--- src/rtl/ipif_regbank_pkg.sv ---
// Shared types and elaboration helpers for ipif_register_bank.
// Defining IPIF_REGBANK_IRQ_EN adds one IRQ-enable register (IRQ_REGS = 1) and an irq output.
package ipif_regbank_pkg;

  typedef enum logic [1:0] {KIND_RW, KIND_SR, KIND_W1C, KIND_RO} bit_kind_e;

`ifdef IPIF_REGBANK_IRQ_EN
  localparam int IRQ_REGS = 1;
`else
  localparam int IRQ_REGS = 0;
`endif

  function automatic bit_kind_e kind_of(input logic rw, input logic sr, input logic w1c);
    bit_kind_e kind;
    if (rw)       kind = sr ? KIND_SR : KIND_RW;
    else if (w1c) kind = KIND_W1C;
    else          kind = KIND_RO;
    return kind;
  endfunction

  // Never returns 0 so a one-entry bank still gets a 1-bit select.
  function automatic int clog2(input int value);
    int bits = 1;
    while ((1 << bits) < value) bits++;
    return bits;
  endfunction

  function automatic int be_w(input int data_width);
    return data_width / 8;
  endfunction

  // SR must sit inside RW, and W1C must not overlap RW.
  function automatic logic mask_bit_ok(input logic rw, input logic sr, input logic w1c);
    return !(sr && !rw) && !(w1c && rw);
  endfunction

endpackage

--- src/rtl/ipif_pulse_timer.sv ---
// Per-register hold timer for self-resetting bits: a load restarts the count and
// expire strobes on the edge where the count reaches zero.
module ipif_pulse_timer (
  input  logic        clk,
  input  logic        rst_n,
  input  logic        load,
  input  logic [15:0] pulse_cycles,
  output logic        expire
);

  logic [15:0] cnt_q, cnt_d;

  always_comb begin
    cnt_d  = cnt_q;
    expire = 1'b0;
    if (load) begin
      cnt_d = pulse_cycles;
    end else if (cnt_q != 16'd0) begin
      cnt_d  = cnt_q - 16'd1;
      expire = (cnt_q == 16'd1);
    end
  end

  always_ff @(posedge clk or negedge rst_n) begin
    if (!rst_n) cnt_q <= 16'd0;
    else        cnt_q <= cnt_d;
  end

endmodule

--- src/rtl/ipif_register_bank.sv ---
// IPIF slave register bank with per-bit RW / SR / W1C / RO behaviour, byte enables and
// range error reporting. Optional IRQ-enable register and irq output under IPIF_REGBANK_IRQ_EN.
module ipif_register_bank
  import ipif_regbank_pkg::*;
#(
  parameter int C_S_AXI_DATA_WIDTH = 32,
  parameter int C_S_AXI_ADDR_WIDTH = 32,
  parameter int N_REG = 4,
  parameter int USE_ONEHOT_READ = 1,
  parameter int ADDR_LSB = 2,
  parameter logic [N_REG*C_S_AXI_DATA_WIDTH-1:0] DEFAULTS = '0,
  parameter logic [N_REG*C_S_AXI_DATA_WIDTH-1:0] RW_MASK  = '1,
  parameter logic [N_REG*C_S_AXI_DATA_WIDTH-1:0] SR_MASK  = '0,
  parameter logic [N_REG*C_S_AXI_DATA_WIDTH-1:0] W1C_MASK = '0,
  parameter int PULSE_CYCLES = 1
) (
  input  logic                                clk,
  input  logic                                IPIF_bus2ip_resetn,
  input  logic [C_S_AXI_ADDR_WIDTH-1:0]       IPIF_bus2ip_addr,
  input  logic [C_S_AXI_DATA_WIDTH-1:0]       IPIF_bus2ip_data,
  input  logic [C_S_AXI_DATA_WIDTH/8-1:0]     IPIF_bus2ip_be,
  input  logic [N_REG+IRQ_REGS-1:0]           IPIF_bus2ip_rdce,
  input  logic [N_REG+IRQ_REGS-1:0]           IPIF_bus2ip_wrce,
  output logic [C_S_AXI_DATA_WIDTH-1:0]       IPIF_ip2bus_data,
  output logic                                IPIF_ip2bus_rdack,
  output logic                                IPIF_ip2bus_wrack,
  output logic                                IPIF_ip2bus_error,
  output logic [N_REG*C_S_AXI_DATA_WIDTH-1:0] parameters_out,
  input  logic [N_REG*C_S_AXI_DATA_WIDTH-1:0] parameters_in,
  input  logic [N_REG*C_S_AXI_DATA_WIDTH-1:0] events_in
`ifdef IPIF_REGBANK_IRQ_EN
  ,
  output logic                                irq
`endif
);

  localparam int DW = C_S_AXI_DATA_WIDTH;
  localparam int AW = C_S_AXI_ADDR_WIDTH;
  localparam int BW = be_w(DW);
  localparam int NR = N_REG + IRQ_REGS;
  localparam int IW = clog2(NR);
  localparam logic [AW-1:0] NR_A = AW'(NR);

  localparam logic [N_REG-1:0][DW-1:0] RW_M   = RW_MASK;
  localparam logic [N_REG-1:0][DW-1:0] SR_M   = SR_MASK;
  localparam logic [N_REG-1:0][DW-1:0] W1C_M  = W1C_MASK;
  localparam logic [N_REG-1:0][DW-1:0] DEF_M  = DEFAULTS;
  localparam logic [N_REG-1:0][DW-1:0] RST_M  = DEFAULTS & RW_MASK;

  logic [N_REG-1:0][DW-1:0] param_q, param_d, sticky_q, sticky_d, ro_m;
  logic [N_REG-1:0][DW-1:0] pin, evt;
  logic [NR-1:0][DW-1:0]    word;
  logic [DW-1:0]            be_mask;
  logic [N_REG-1:0]         wr_en, expire;
  logic [AW-1:0]            addr_idx;
  logic                     addr_oor, rd_any, wr_any;
  logic [IW-1:0]            rd_sel;
  logic [DW-1:0]            rdata_q, rdata_d;
  logic                     rdack_q, rdack_d, wrack_q, wrack_d, error_q, error_d;

  if ((DW % 8) != 0 || N_REG < 1 || N_REG > 64 || PULSE_CYCLES < 1 || PULSE_CYCLES > 65535)
  begin : g_bad_params
    $error("ipif_register_bank: parameter out of range");
  end

  assign pin = parameters_in;
  assign evt = events_in;

  genvar gi, gb;
  for (gi = 0; gi < BW; gi++) begin : g_be
    assign be_mask[gi*8 +: 8] = {8{IPIF_bus2ip_be[gi]}};
  end

  for (gi = 0; gi < N_REG; gi++) begin : g_reg
    for (gb = 0; gb < DW; gb++) begin : g_bit
      localparam bit_kind_e KIND = kind_of(RW_M[gi][gb], SR_M[gi][gb], W1C_M[gi][gb]);
      if (!mask_bit_ok(RW_M[gi][gb], SR_M[gi][gb], W1C_M[gi][gb])) begin : g_bad_mask
        $error("ipif_register_bank: inconsistent masks at register %0d bit %0d", gi, gb);
      end
      assign ro_m[gi][gb] = (KIND == KIND_RO);
    end

    ipif_pulse_timer u_timer (
      .clk         (clk),
      .rst_n       (IPIF_bus2ip_resetn),
      .load        (wr_en[gi]),
      .pulse_cycles(16'(PULSE_CYCLES)),
      .expire      (expire[gi])
    );

    assign word[gi] = (param_q[gi] & RW_M[gi]) | (sticky_q[gi] & W1C_M[gi]) | (pin[gi] & ro_m[gi]);
  end

  // Range checking only exists in address mode; onehot mode never flags an error.
  assign addr_idx = IPIF_bus2ip_addr >> ADDR_LSB;
  assign addr_oor = (USE_ONEHOT_READ == 0) && (addr_idx >= NR_A);
  assign rd_any   = |IPIF_bus2ip_rdce;
  assign wr_any   = |IPIF_bus2ip_wrce;
  assign wr_en    = IPIF_bus2ip_wrce[N_REG-1:0] & {N_REG{!addr_oor}};

  always_comb begin
    param_d  = param_q;
    sticky_d = sticky_q;
    for (int i = 0; i < N_REG; i++) begin
      if (expire[i]) param_d[i] = (param_q[i] & ~SR_M[i]) | (DEF_M[i] & SR_M[i]);
      if (wr_en[i]) begin
        param_d[i]  = (param_d[i] & ~(be_mask & RW_M[i])) | (IPIF_bus2ip_data & be_mask & RW_M[i]);
        sticky_d[i] = sticky_q[i] & ~(IPIF_bus2ip_data & be_mask & W1C_M[i]);
      end
      // Events OR in after the clear so a coincident event is never lost.
      sticky_d[i] = sticky_d[i] | (evt[i] & W1C_M[i]);
    end
  end

  always_comb begin
    rd_sel = '0;
    if (USE_ONEHOT_READ != 0) begin
      for (int i = 0; i < NR; i++) begin
        if (IPIF_bus2ip_rdce[i]) rd_sel = IW'(i);
      end
    end else begin
      rd_sel = addr_idx[IW-1:0];
    end
    rdata_d = (rd_any && !addr_oor) ? word[rd_sel] : '0;
    rdack_d = rd_any;
    wrack_d = wr_any;
    error_d = addr_oor && (rd_any || wr_any);
  end

  always_ff @(posedge clk or negedge IPIF_bus2ip_resetn) begin
    if (!IPIF_bus2ip_resetn) begin
      param_q  <= RST_M;
      sticky_q <= '0;
      rdata_q  <= '0;
      rdack_q  <= 1'b0;
      wrack_q  <= 1'b0;
      error_q  <= 1'b0;
    end else begin
      param_q  <= param_d;
      sticky_q <= sticky_d;
      rdata_q  <= rdata_d;
      rdack_q  <= rdack_d;
      wrack_q  <= wrack_d;
      error_q  <= error_d;
    end
  end

`ifdef IPIF_REGBANK_IRQ_EN
  // Enable bit b gates sticky bit b of every register.
  logic [DW-1:0] irq_en_q, irq_en_d;
  logic          irq_q, irq_d;

  always_comb begin
    irq_en_d = irq_en_q;
    if (IPIF_bus2ip_wrce[N_REG] && !addr_oor)
      irq_en_d = (irq_en_q & ~be_mask) | (IPIF_bus2ip_data & be_mask);
    irq_d = 1'b0;
    for (int i = 0; i < N_REG; i++) irq_d = irq_d | (|(sticky_q[i] & irq_en_q));
  end

  always_ff @(posedge clk or negedge IPIF_bus2ip_resetn) begin
    if (!IPIF_bus2ip_resetn) begin
      irq_en_q <= '0;
      irq_q    <= 1'b0;
    end else begin
      irq_en_q <= irq_en_d;
      irq_q    <= irq_d;
    end
  end

  assign word[N_REG] = irq_en_q;
  assign irq         = irq_q;
`endif

  assign parameters_out    = param_q;
  assign IPIF_ip2bus_data  = rdata_q;
  assign IPIF_ip2bus_rdack = rdack_q;
  assign IPIF_ip2bus_wrack = wrack_q;
  assign IPIF_ip2bus_error = error_q;

endmodule

--- config.mk ---
export PLATFORM = sky130hd
export DESIGN_NAME = ipif_register_bank
export DESIGN_NICKNAME = d
export VERILOG_FILES = /design/src/rtl/ipif_regbank_pkg.sv /design/src/rtl/ipif_pulse_timer.sv /design/src/rtl/ipif_register_bank.sv
export SDC_FILE = /design/constraint.sdc
export NUM_CORES = 1
export LEC_CHECK = 0
export ABC_AREA = 1
export CORE_AREA = 5 5 189 191
export DETAILED_ROUTE_END_ITERATION = 16
export DIE_AREA = 0 0 194 196
export GPL_ROUTABILITY_DRIVEN = 0
export PLACE_DENSITY_LB_ADDON = 0.2
export SYNTH_ARGS = -nofsm -noshare
export SYNTH_HDL_FRONTEND = slang
export SYNTH_SLANG_ARGS = --single-unit
--- constraint.sdc ---
create_clock -name clk -period 1.42 [get_ports clk]
set_clock_uncertainty 0.1 [all_clocks]
set_input_delay 0.142 -clock clk [delete_from_list [all_inputs] [get_ports clk]]
set_output_delay 0.142 -clock clk [all_outputs]
set_load 0.05 [all_outputs]
# Word-level counts from Yosys, hierarchy flattened
# Cells that the tools add are included.
[totals]
reg_bits = 162
inputBits = 334
out_inout_bits = 163
wordCells = 26
[classes]
magnitude_cmp = 1
mux = 6
bitwise_logic = 10
reduce_logical = 2
[op_table]
columns = ["op", "count"]
rows = [
  ["bitwise AND 32 bit", 5],
  ["bitwise OR 32 bit", 4],
  ["binary-select mux 32 bit (select 2 bit)", 1],
  ["two-way mux 32 bit", 2],
  ["inverter 32 bit", 1],
  ["OR reduction 4 bit", 2],
  ["two-way mux 2 bit", 2],
  ["less-than comparator 2 x 3 -> 1 bit, second input constant", 1],
  ["two-way mux 1 bit", 1],
]

# Longest topological paths before layout
# Gate-level depths: netlist (run 1).
[depth]
word_depth = 6
depth_mapped = 7
mapped_depth_nobuf = 6

# Least setup slack after synthesis (run 1)
# OpenSTA, ideal clock, no wires.
[synth_path]
kind = "register to register"
from = "reg with a tool-made name"
to = "reg rdata_q[10] (netlist: IPIF_ip2bus_data[10])"
setup_time_ns = 0.077
t_arrival_ns = 0.968
t_required_ns = 1.243
path_slack_ns = 0.274
path_stages_with_launch = 5
path_buffers = 0
period_less_slack_ns = 1.146
cell_sequence = "dfrtp_1 -> nor2_1 -> nor2_1 -> nand2_1 -> a21oi_1"
[synth_rtl]
columns = ["element", "line_no", "rtl"]
rows = [
  ["to (signal assigned)", "ipif_register_bank.sv:141", "rdata_q <= rdata_d;"],
  ["to (decl)", "ipif_register_bank.sv:58", "logic [DW-1:0] rdata_q, rdata_d;"],
]

==> run metrics, run 1 <==
max frequency 0.739 GHz; Synth cell types 16; Post-Syn Area 7010 um2; vias in the first global route 6469; peak supply drop 0.000747 V; initial antenna violation count 3; Port Buf Inserts 207; CP cell instances buf_12; Layout Area Growth over Synthesis 74.3%; CP required 1180 ps; Slew Limit Fails 0; later-pin clock latency in the skew report 430 ps; clock sinks 162; setup violators final 0; wire per inst 18.4 um; vias per cell 4.08; total gr overflow 0; CTS tree built; CTS Buffer Depth 2; Leakage Power 5.81 nW; RSZ-0062 raised after global routing no; HP Class input port to async pin; final hold viol count 0; row cnt 68; slowest cell delay on critical path 500 ps; clock root buffer clkbuf_16; fraction of layout cells with a size suffix above 1 0.225; initial drt markers 505; Yosys top cell area share 0.578; initial cell density of the core 0.207; antenna-violating nets left 0; post-synth top area cell dfrtp_1; drt pass-1 iters 5; sequential-to-total area share from yosys stat 0.578; syn avg cell area 8.03 um2; Worst Path Arrival 1110 ps; Fillers 3383; Core Area 33900 um2; DR DRC count 0; Area contributors post-synth dfrtp_1 58%, nand2_1 13%, o21ai_0 9.1%; first-pass GRT wire length 43700 um; Hold Slack 86.6 ps; Main synth FF type dfrtp_1; CP Buf/Inv Count 1; Num CTS Buffers 17; nets@finish 1439; critical path type flip-flop to output pin; Slowest cell on crit path dfrtp_1; Final period util 0.953; Startpoint Class flip-flop; GRT Resource Usage Total 0.153; status finished clean; Yosys warning count 0; Setup crit end kind output pin; most common cell in the netlist nand2_1; power per standard cell area 1380 nW/um2; EDFF count, synth 0; Post-DP HPWL 21900 um; asr flop ratio synth 1.00; CP Max Fanout 3; post-synthesis cell count 873; die area 38000 um2; min Tclk post-route 1350 ps; Max-cap violations 0; IO Count 497; largest net degree at the start of global routing 38; Crit path max-delay family flip-flops; final wirelength 28900 um; Synth top cells by count 242 x nand2_1, 162 x dfrtp_1, 130 x nor2_1; vias 6421; die height 196 um; Syn Nets 1207; register bit total from synthesis 162; H-tree Lvls 4; Pwr Total 0.0169 W; die width 194 um; clock slew at reported path FFs 70 ps
-- metrics by stage --
| stage | std cells | setup slack (ps) | TNS, ps | instance area (um2) | utilization |
|---|---|---|---|---|---|
| after floorplan | 873 | 274 | 0 | 7010 | - |
| after detailed placement | 1540 | -191 | -6160 | 11600 | 0.343 |
| after global placement | 1540 | -164 | -4500 | 11600 | 0.343 |
| final | 1574 | 66.6 | 0 | 12200 | 0.360 |
| after CTS | 1573 | 20.4 | 0 | 12200 | 0.360 |
| after global routing | 1574 | 15.0 | 0 | 12200 | 0.360 |
-- final cells by class --
class / count / area, um2 / area share
Antenna cell: 1 / 2.50 / 0.000205
Clock buffer: 18 / 439 / 0.0359
Clock inverter: 14 / 129 / 0.0105
Inverter: 100 / 375 / 0.0307
Multi-Input combinational cell: 568 / 2400 / 0.196
Sequential cell: 162 / 4050 / 0.332
Tap cell: 455 / 569 / 0.0466
Timing Repair Buffer: 256 / 4260 / 0.348
-- layout by cell type (no fill, tap or decap), drive strengths merged --
cell type        n
nand2          243
diode            1
dfrtp          162
clkdlybuf4s50   43
nor2           131
nor3             1
clkbuf          18
clkinv           6
conb             1
dlygate4sd3      1
bufinv           1
o21ai          128
clkinvlp         3
buf            212
a21oi           32
nand3           32
inv            104
-- power by group --
group          total (W)  internal [W]  leakage (nW)  switching [W]
registers        0.00605       0.00520          1.99       0.000848
logic            0.00633       0.00287          3.55        0.00345
clock network    0.00451       0.00248         0.273        0.00202
-- cells by family (layout without fill, tap and decap cells) --
group | Yosys count | after routing | synth area share
AOI/OAI and AO/OA | 160 | 160 | 0.114
DFF | 162 | 162 | 0.578
buffers and inverters | 143 | 388 | 0.0806
and+or+nand+nor | 407 | 407 | 0.227
other | 1 | 2 | 0.000535
-- per-layer routing --
layer	vias up	part of all wire	GRT usage
met3	27	0.084	0.0620
met4	4	0.019	0.0383
met2	210	0.46	0.239
met1	3010	0.44	0.198
li1	3170	-	-
met5	-	0.00066	0
-- worst paths after layout --
path / end / slack [ps] / depth (start not counted)
max in group asynchronous: async pin / 580 / 3
min: async pin / 90 / 2
min reg2reg: flip-flop / 470 / 2
max reg2reg: IPIF_ip2bus_data[7] / 360 / 4
min in group clk: IPIF_ip2bus_rdack / 160 / 4
max: parameters_out[7] / 70 / 1
-- repair_timing --
item                                   in CTS  in global routing
endpoints found under the hold margin     162                  0
gates resized for setup                     0                  0
hold buffers                                1                  0
buffers inserted                            0                  0
Note: power is estimated with default switching activity, not from simulation.
==> run 2: changes to the inputs <==
--- a/config.mk
+++ b/config.mk
@@ -11,6 +11,7 @@
 export DIE_AREA = 0 0 194 196
 export GPL_ROUTABILITY_DRIVEN = 0
 export PLACE_DENSITY_LB_ADDON = 0.2
+export SLEW_MARGIN = 20
 export SYNTH_ARGS = -nofsm -noshare
 export SYNTH_HDL_FRONTEND = slang
 export SYNTH_SLANG_ARGS = --single-unit
==> results of run 2 <==
The final DEF is identical to that of run 1; final timing and power are the same.
==> run 3: changes to the inputs <==
--- a/config.mk
+++ b/config.mk
@@ -6,7 +6,7 @@
 export NUM_CORES = 1
 export LEC_CHECK = 0
 export ABC_AREA = 1
-export CORE_AREA = 5 5 189 191
+export CORE_AREA = 2 2 192 194
 export DETAILED_ROUTE_END_ITERATION = 16
 export DIE_AREA = 0 0 194 196
 export GPL_ROUTABILITY_DRIVEN = 0
==> run 3 against run 2 <==
Compared with the run above:
- core utilization is 2.2 points lower
- critical path depth did not move
- combinational power hardly changed
- non-clock buffer count increased by 2
- worst setup slack worse by 34 ps
- flip-flop and latch count stayed put
- final area is 0.34% lower
- critical path type unchanged
- sequential power is essentially flat
- register-to-register slack about the same
- die area unchanged
- maximum frequency shrank 2.4%
==> run metrics, run 3 (synthesis results as in run 1) <==
status finished clean; die height 196 um; initial drt markers 447; Post-DP HPWL 22100 um; CP cell instances buf_12; fraction of layout cells with a size suffix above 1 0.223; critical path depth 1; Fillers 3676; clock slew at reported path FFs 70 ps; Setup crit end kind output pin; HP Class input port to flip-flop; Final Non-Filler Cells 1587; sw frac 0.370; combinational cell fraction of total power 0.372; CTS tree built; Reg2Reg Setup Slack 350 ps; Worst Setup EP parameters_out[72]; Internal 0.0107 W; post-place setup slack -252 ps; total gr overflow 0; min Tclk post-route 1390 ps; initial cell density of the core 0.194; Num CTS Buffers 17; Leakage Power 5.78 nW; Layout Area Growth over Synthesis 73.7%; Clk network pwr share 0.271; wire per inst 18.1 um; Crit path max-delay family flip-flops; largest net degree at the start of global routing 41; Slowest cell on crit path dfrtp_1; H-tree Lvls 4; clock sinks 162; Sequential Power Share 0.357; CP Max Fanout 3; vias per cell 4.05; Slew Limit Fails 0; later-pin clock latency in the skew report 430 ps; commonest non-fill, non-tap cell in the layout nand2_1; Port Buf Inserts 207; nets@finish 1441; Worst R2R Path Depth 4; row cnt 70; DR DRC count 0; RSZ-0062 raised after global routing no; Max-cap violations 0; CP Buf/Inv Count 1; design area 12200 um2; IO Count 497; final hold viol count 0; commonest cells after routing, fill and taps aside 242 x nand2_1, 172 x buf_12, 162 x dfrtp_1, 130 x nor2_1, 128 x o21ai_0; power per standard cell area 1390 nW/um2; Startpoint Class flip-flop; max frequency 0.721 GHz; reg2reg end IPIF_ip2bus_data[5]; drt pass-1 iters 5; vias in the first global route 6739; clock root buffer clkbuf_16; CTS Buffer Depth 2; Cells after DPL 1555; peak supply drop 0.000879 V; switching pwr 0.00629 W; worst setup margin 33.0 ps; first-pass GRT wire length 43900 um; area of the multi-input gates 2390 um2; GRT Resource Usage Total 0.155; Worst Path Arrival 1150 ps; register area 4050 um2; initial antenna violation count 0; final wirelength 28700 um; die area 38000 um2; DP Area 11600 um2; Final period util 0.977; antenna-violating nets left 0; Core Area 36100 um2; setup violators final 0; CP required 1180 ps; vias 6420; critical path type flip-flop to output pin; die width 194 um; Resized cells post-CTS 0; slowest cell delay on critical path 520 ps
## run 3: cell types whose count changed in the layout (fill, tap and decap cells not counted)
cell / before / now
buf_4: 32 / 40
buf_12: 178 / 172
clkinv_2: 3 / 1
clkinv_4: 3 / 1
bufinv_16: 1 / 2
clkbuf_1: 0 / 1
clkinvlp_4: 3 / 4
inv_6: 4 / 3
nand2_1: 241 / 242
nand2_2: 2 / 1
## run 3: per-stage QoR
stage / utilization / hold WS, ps / power (W) / TNS, ps
after floorplan: - / -254 / 0.00869 / 0
after global placement: 0.321 / 18.7 / 0.0125 / -5780
after detailed placement: 0.321 / 21.5 / 0.0125 / -6480
after CTS: 0.338 / 108 / 0.0172 / 0
after global routing: 0.338 / 149 / 0.0178 / 0
final: 0.338 / 116 / 0.0170 / 0
## run 3: power by group through the flow
stage               Sequential [W]  Clock [W]  Combinational (W)
floorplan                  0.00775          0           0.000943
global placement           0.00616          0            0.00636
detailed placement         0.00615          0            0.00638
CTS                        0.00608    0.00473            0.00639
global route               0.00615    0.00493            0.00667
finish                     0.00606    0.00461            0.00631
## run 3: worst min-delay path by stage
stage	cells after the start	end	start	slack, ps
2_1_floorplan	0	IPIF_ip2bus_data[0]	IPIF_bus2ip_resetn	-250
3_3_place_gp	1	async pin	IPIF_bus2ip_resetn	20
3_5_place_dp	1	async pin	IPIF_bus2ip_resetn	20
4_1_cts	5	IPIF_ip2bus_data[31]	IPIF_bus2ip_rdce[1]	110
5_1_grt	5	IPIF_ip2bus_data[30]	IPIF_bus2ip_rdce[1]	150
6_report	5	IPIF_ip2bus_data[30]	IPIF_bus2ip_rdce[1]	120
## run 3: final cells by class
type,count,share of cell area
Tap cell,468,0.0481
Clock inverter,11,0.0107
Clock buffer,19,0.0363
Antenna cell,1,0.000205
Inverter,100,0.0308
Multi-Input combinational cell,568,0.197
Sequential cell,162,0.333
Timing Repair Buffer,258,0.345
## run 3: metal layers
| metal | share of wire | wire length (um) | vias to the layer above | global-route usage |
|---|---|---|---|---|
| met5 | 0 | 0 | - | 0 |
| met4 | 0.028 | 806 | 0 | 0.0553 |
| met3 | 0.073 | 2090 | 33 | 0.0529 |
| met2 | 0.48 | 13800 | 201 | 0.257 |
| met1 | 0.42 | 12000 | 3023 | 0.188 |
| li1 | - | - | 3163 | - |
## run 3: what timing repair did
action / in CTS / in global routing
setup buffers: 0 / 0
hold endpoints to repair: 162 / 0
hold buffers: 1 / 0
==> edit 1, RTL diff (settings of run 2) <==
Change the parameter `N_REG` from 4 to 5.
--- a/src/rtl/ipif_register_bank.sv
+++ b/src/rtl/ipif_register_bank.sv
@@ -5,7 +5,7 @@
 #(
   parameter int C_S_AXI_DATA_WIDTH = 32,
   parameter int C_S_AXI_ADDR_WIDTH = 32,
-  parameter int N_REG = 4,
+  parameter int N_REG = 5,
   parameter int USE_ONEHOT_READ = 1,
   parameter int ADDR_LSB = 2,
   parameter logic [N_REG*C_S_AXI_DATA_WIDTH-1:0] DEFAULTS = '0,
Ports: changed (5 resized); port bits go from 497 to 595. No check against the original RTL was run, so the function may have changed too.
==> edit 1 against run 2 <==
Synthesized cell count grew 6.2%; power up 16%; clock power increased by 8.0%; cell area up 17%; sequential share of layout area increased by 0.84 points; cell count up 6.0%; routed wire length increased by 21%; maximum frequency decreased by 0.46%; area after synthesis increased by 21%; count of clock-buffer cells in the layout unchanged; sequential cell count rose by 32; worst setup slack got worse by 0.0062 ns; first-iteration DRC count down 6.5%.
==> edit 1: results <==
[global_route]
antenna_found_initial = 4
grt_max_degree = 43
grtUsageTotal_pct = 18.2
use_met2_pct = 31.1
grtUsageMet1_pct = 20.9
grt_pass1_vias = 7785
grt_pass1_wl_mm = 52.1
met3_usage_pct = 6.39

[logic_synthesis]
ys_top_cells_by_area = dfrtp_1 57%, nand2_1 12%, o21ai_0 11%
yosys_warnings = 0
syn-num-nets = 1327
synth_cells = 927
synth_cell_type_count = 26
synthTopCellsByCount = 267 x nand2_1, 194 x dfrtp_1, 191 x o21ai_0
async_reset_ff_share_pct = 100
yosysSeqAreaShare_pct = 57.4

[place]
portBuffers = 241
dp_hpwl_mm = 26.5
place_area_um2 = 13700

[power]
p_leak_nw = 6.46
swShare_pct = 38.5
irDropWorstVdd_uv = 821

[drt]
vias = 7605
wl_mm = 34.9
vias_per_cell = 4.56
drt_iter0_drc = 472

[layout]
fin_nets = 1600
n_fill_cell = 3245
drive_above_1_share_pct = 29.4

[setup_path]
path_max_fanout = 3
crit_path_end = parameters_out[24]
rr_endpoint = IPIF_ip2bus_data[28]$_DFF_PN0_
r2r_slack_ns = 0.38
cp_top_family = flip-flops

[run_status]
status = finished clean
==> edit 1: through the flow <==
| stage | hold WS [ns] | power [mW] | setup slack, ns |
|---|---|---|---|
| 3_3_place_gp | 0.0166 | 14.9 | -0.359 |
| 3_5_place_dp | 0.0159 | 14.9 | -0.408 |
| 6_report | 0.0940 | 19.6 | 0.0604 |
| 2_1_floorplan | -0.254 | 10.4 | 0.261 |
| 4_1_cts | 0.0930 | 19.8 | 0.0371 |
| 5_1_grt | 0.123 | 20.4 | 0.0174 |
==> edit 1: worst min-delay path by stage <==
stage                            start                             to
detailed placement  IPIF_bus2ip_resetn     asynchronous set/reset pin
floorplan           IPIF_bus2ip_resetn  IPIF_ip2bus_data[0]$_DFF_PN0_
CTS                 IPIF_bus2ip_resetn     asynchronous set/reset pin
finish              IPIF_bus2ip_resetn     asynchronous set/reset pin
global route        IPIF_bus2ip_resetn     asynchronous set/reset pin
global placement    IPIF_bus2ip_resetn     asynchronous set/reset pin
==> edit 1: timing repair <==
item | 4_1_cts | 5_1_grt
gates resized for setup | 0 | 2
buffers inserted | 0 | 0
hold buffers | 1 | 0
endpoints found under the setup margin | 0 | 13
hold endpoints to repair | 194 | 0
==> edit 1: area by class of cell <==
| type | instances | area, µm² | area share, % |
|---|---|---|---|
| Timing Repair Buffer | 311 | 5040 | 35.3 |
| Sequential cell | 194 | 4850 | 34.0 |
| Multi-Input combinational cell | 639 | 3090 | 21.7 |
| Tap cell | 455 | 569 | 3.99 |
| Clock buffer | 18 | 429 | 3.01 |
| Inverter | 37 | 149 | 1.04 |
| Clock inverter | 14 | 145 | 1.02 |
| Antenna cell | 1 | 2.50 | 0.0175 |
==> edit 1: cells by family (layout without fill, tap and decap cells) <==
family,after synthesis,after routing,share of synthesized area [%]
compound gates,224,224,14.2
buf+inv,94,380,6.02
flops,194,194,57.4
other cells,1,2,0.0443
simple gates,414,414,22.3
==> edit 1: per-layer routing <==
layer / vias to the layer above / part of all wire [%]
met1: 3660 / 38
met5: - / 0.13
met2: 253 / 50
met3: 52 / 7.5
met4: 6 / 4.0
li1: 3634 / -
==> edit 1: power by group through the flow <==
stage	logic (mW)	registers, mW	clock network (mW)
4_1_cts	7.56	7.29	4.98
3_3_place_gp	7.50	7.39	0
5_1_grt	7.83	7.37	5.20
6_report	7.48	7.27	4.87
2_1_floorplan	1.17	9.24	0
3_5_place_dp	7.55	7.37	0
==> edit 2, RTL diff (settings of run 2) <==
Without the edit above. Take the reset off `rdata_q` and load it in a clocked block of its own.
--- a/src/rtl/ipif_register_bank.sv
+++ b/src/rtl/ipif_register_bank.sv
@@ -131,18 +131,20 @@
     if (!IPIF_bus2ip_resetn) begin
       param_q  <= RST_M;
       sticky_q <= '0;
-      rdata_q  <= '0;
       rdack_q  <= 1'b0;
       wrack_q  <= 1'b0;
       error_q  <= 1'b0;
     end else begin
       param_q  <= param_d;
       sticky_q <= sticky_d;
-      rdata_q  <= rdata_d;
       rdack_q  <= rdack_d;
       wrack_q  <= wrack_d;
       error_q  <= error_d;
     end
+  end
+
+  always_ff @(posedge clk) begin
+    rdata_q <= rdata_d;
   end
 
 `ifdef IPIF_REGBANK_IRQ_EN
Check against the original RTL: differs if IPIF_bus2ip_resetn is asserted again (counterexample within 4 cycles, from zero or initial values and one cycle with IPIF_bus2ip_resetn low); with IPIF_bus2ip_resetn held inactive, the same outputs for 4 cycles.
==> edit 2 against run 2 <==
Area after synthesis shrank 2.2%; power increased by 0.64%; sequential cell count unchanged; worst setup slack gained 0.036 ns; cell count decreased by 0.32%; utilization fell by 0.42 points; routed wire length down 2.2%; cell area is 1.2% lower; clock power increased by 3%.
==> edit 2: results <==
[run_status]
status = finished clean

[place]
dp_hpwl_mm = 21.2
place_area_um2 = 11500
placed_cells = 1536

[setup_path]
crit_slowest_cell = dfrtp_1
critical_path_arrival_ns = 1.08
cp_slowest_stage_delay_ns = 0.48
rr_endpoint = IPIF_ip2bus_data[5]$_SDFF_PN0_
crit_path_end = parameters_out[32]

[drt]
wl_met2_mm = 13.8
wl_met3_mm = 2.07
wl_mm = 28.3
drt_iter0_drc = 308
vias_per_cell = 4.10
wl_per_cell_um = 18.0
met1_length_mm = 12.0

[logic_synthesis]
synthTopCellsByCount = 242 x nand2_1, 130 x dfrtp_1, 130 x nor2_1
async_reset_ff_share_pct = 80.2
synth-compound-area-share_pct = 11.7
yosysSeqAreaShare_pct = 56.8
avgSynthCellArea_um2 = 7.86
ys_top_cells_by_area = dfrtp_1 47%, nand2_1 13%, dfxtp_1 9.3%

[global_route]
antenna_found_initial = 2
met3_usage_pct = 5.13
grtUsageTotal_pct = 14.9
use_met2_pct = 24.9
grt_max_degree = 47
grtUsageMet1_pct = 18.6
grt_pass1_vias = 6538

[layout]
fin_nets = 1435
n_fill_cell = 3409
diodes = 0

[sta]
timing.hold.ws_ns = 0.0561
post-route-period-util_pct = 92.8

[power]
irDropWorstVdd_uv = 790
p_leak_nw = 5.70
[edit 2: changes by cell type after synthesis]
cell,change
buf_4,+2
buf_1,+1
clkbuf_1,-1
dfxtp_1,+32
buf_2,-2
dfrtp_1,-32
[edit 2: where the power goes]
group / leakage [nW] / switching [mW] / internal, mW
Combinational: 3.54 / 3.43 / 2.87
Clock: 0.288 / 2.13 / 2.54
Sequential: 1.87 / 0.832 / 5.20
[edit 2: kinds of logic (layout without fill, tap and decap cells)]
group | after synthesis | count (layout)
buffers and inverters | 143 | 384
AOI/OAI and AO/OA | 160 | 160
and+or+nand+nor | 407 | 407
DFF | 162 | 162
other | 1 | 1
[edit 2: layout make-up]
class                           instances  area, µm²  area share (%)
Multi-Input combinational cell        568       2390            19.8
Clock buffer                           19        443            3.67
Sequential cell                       162       3890            32.2
Inverter                              100        375            3.11
Clock inverter                         13        140            1.16
Timing Repair Buffer                  252       4270            35.3
Tap cell                              455        569            4.71
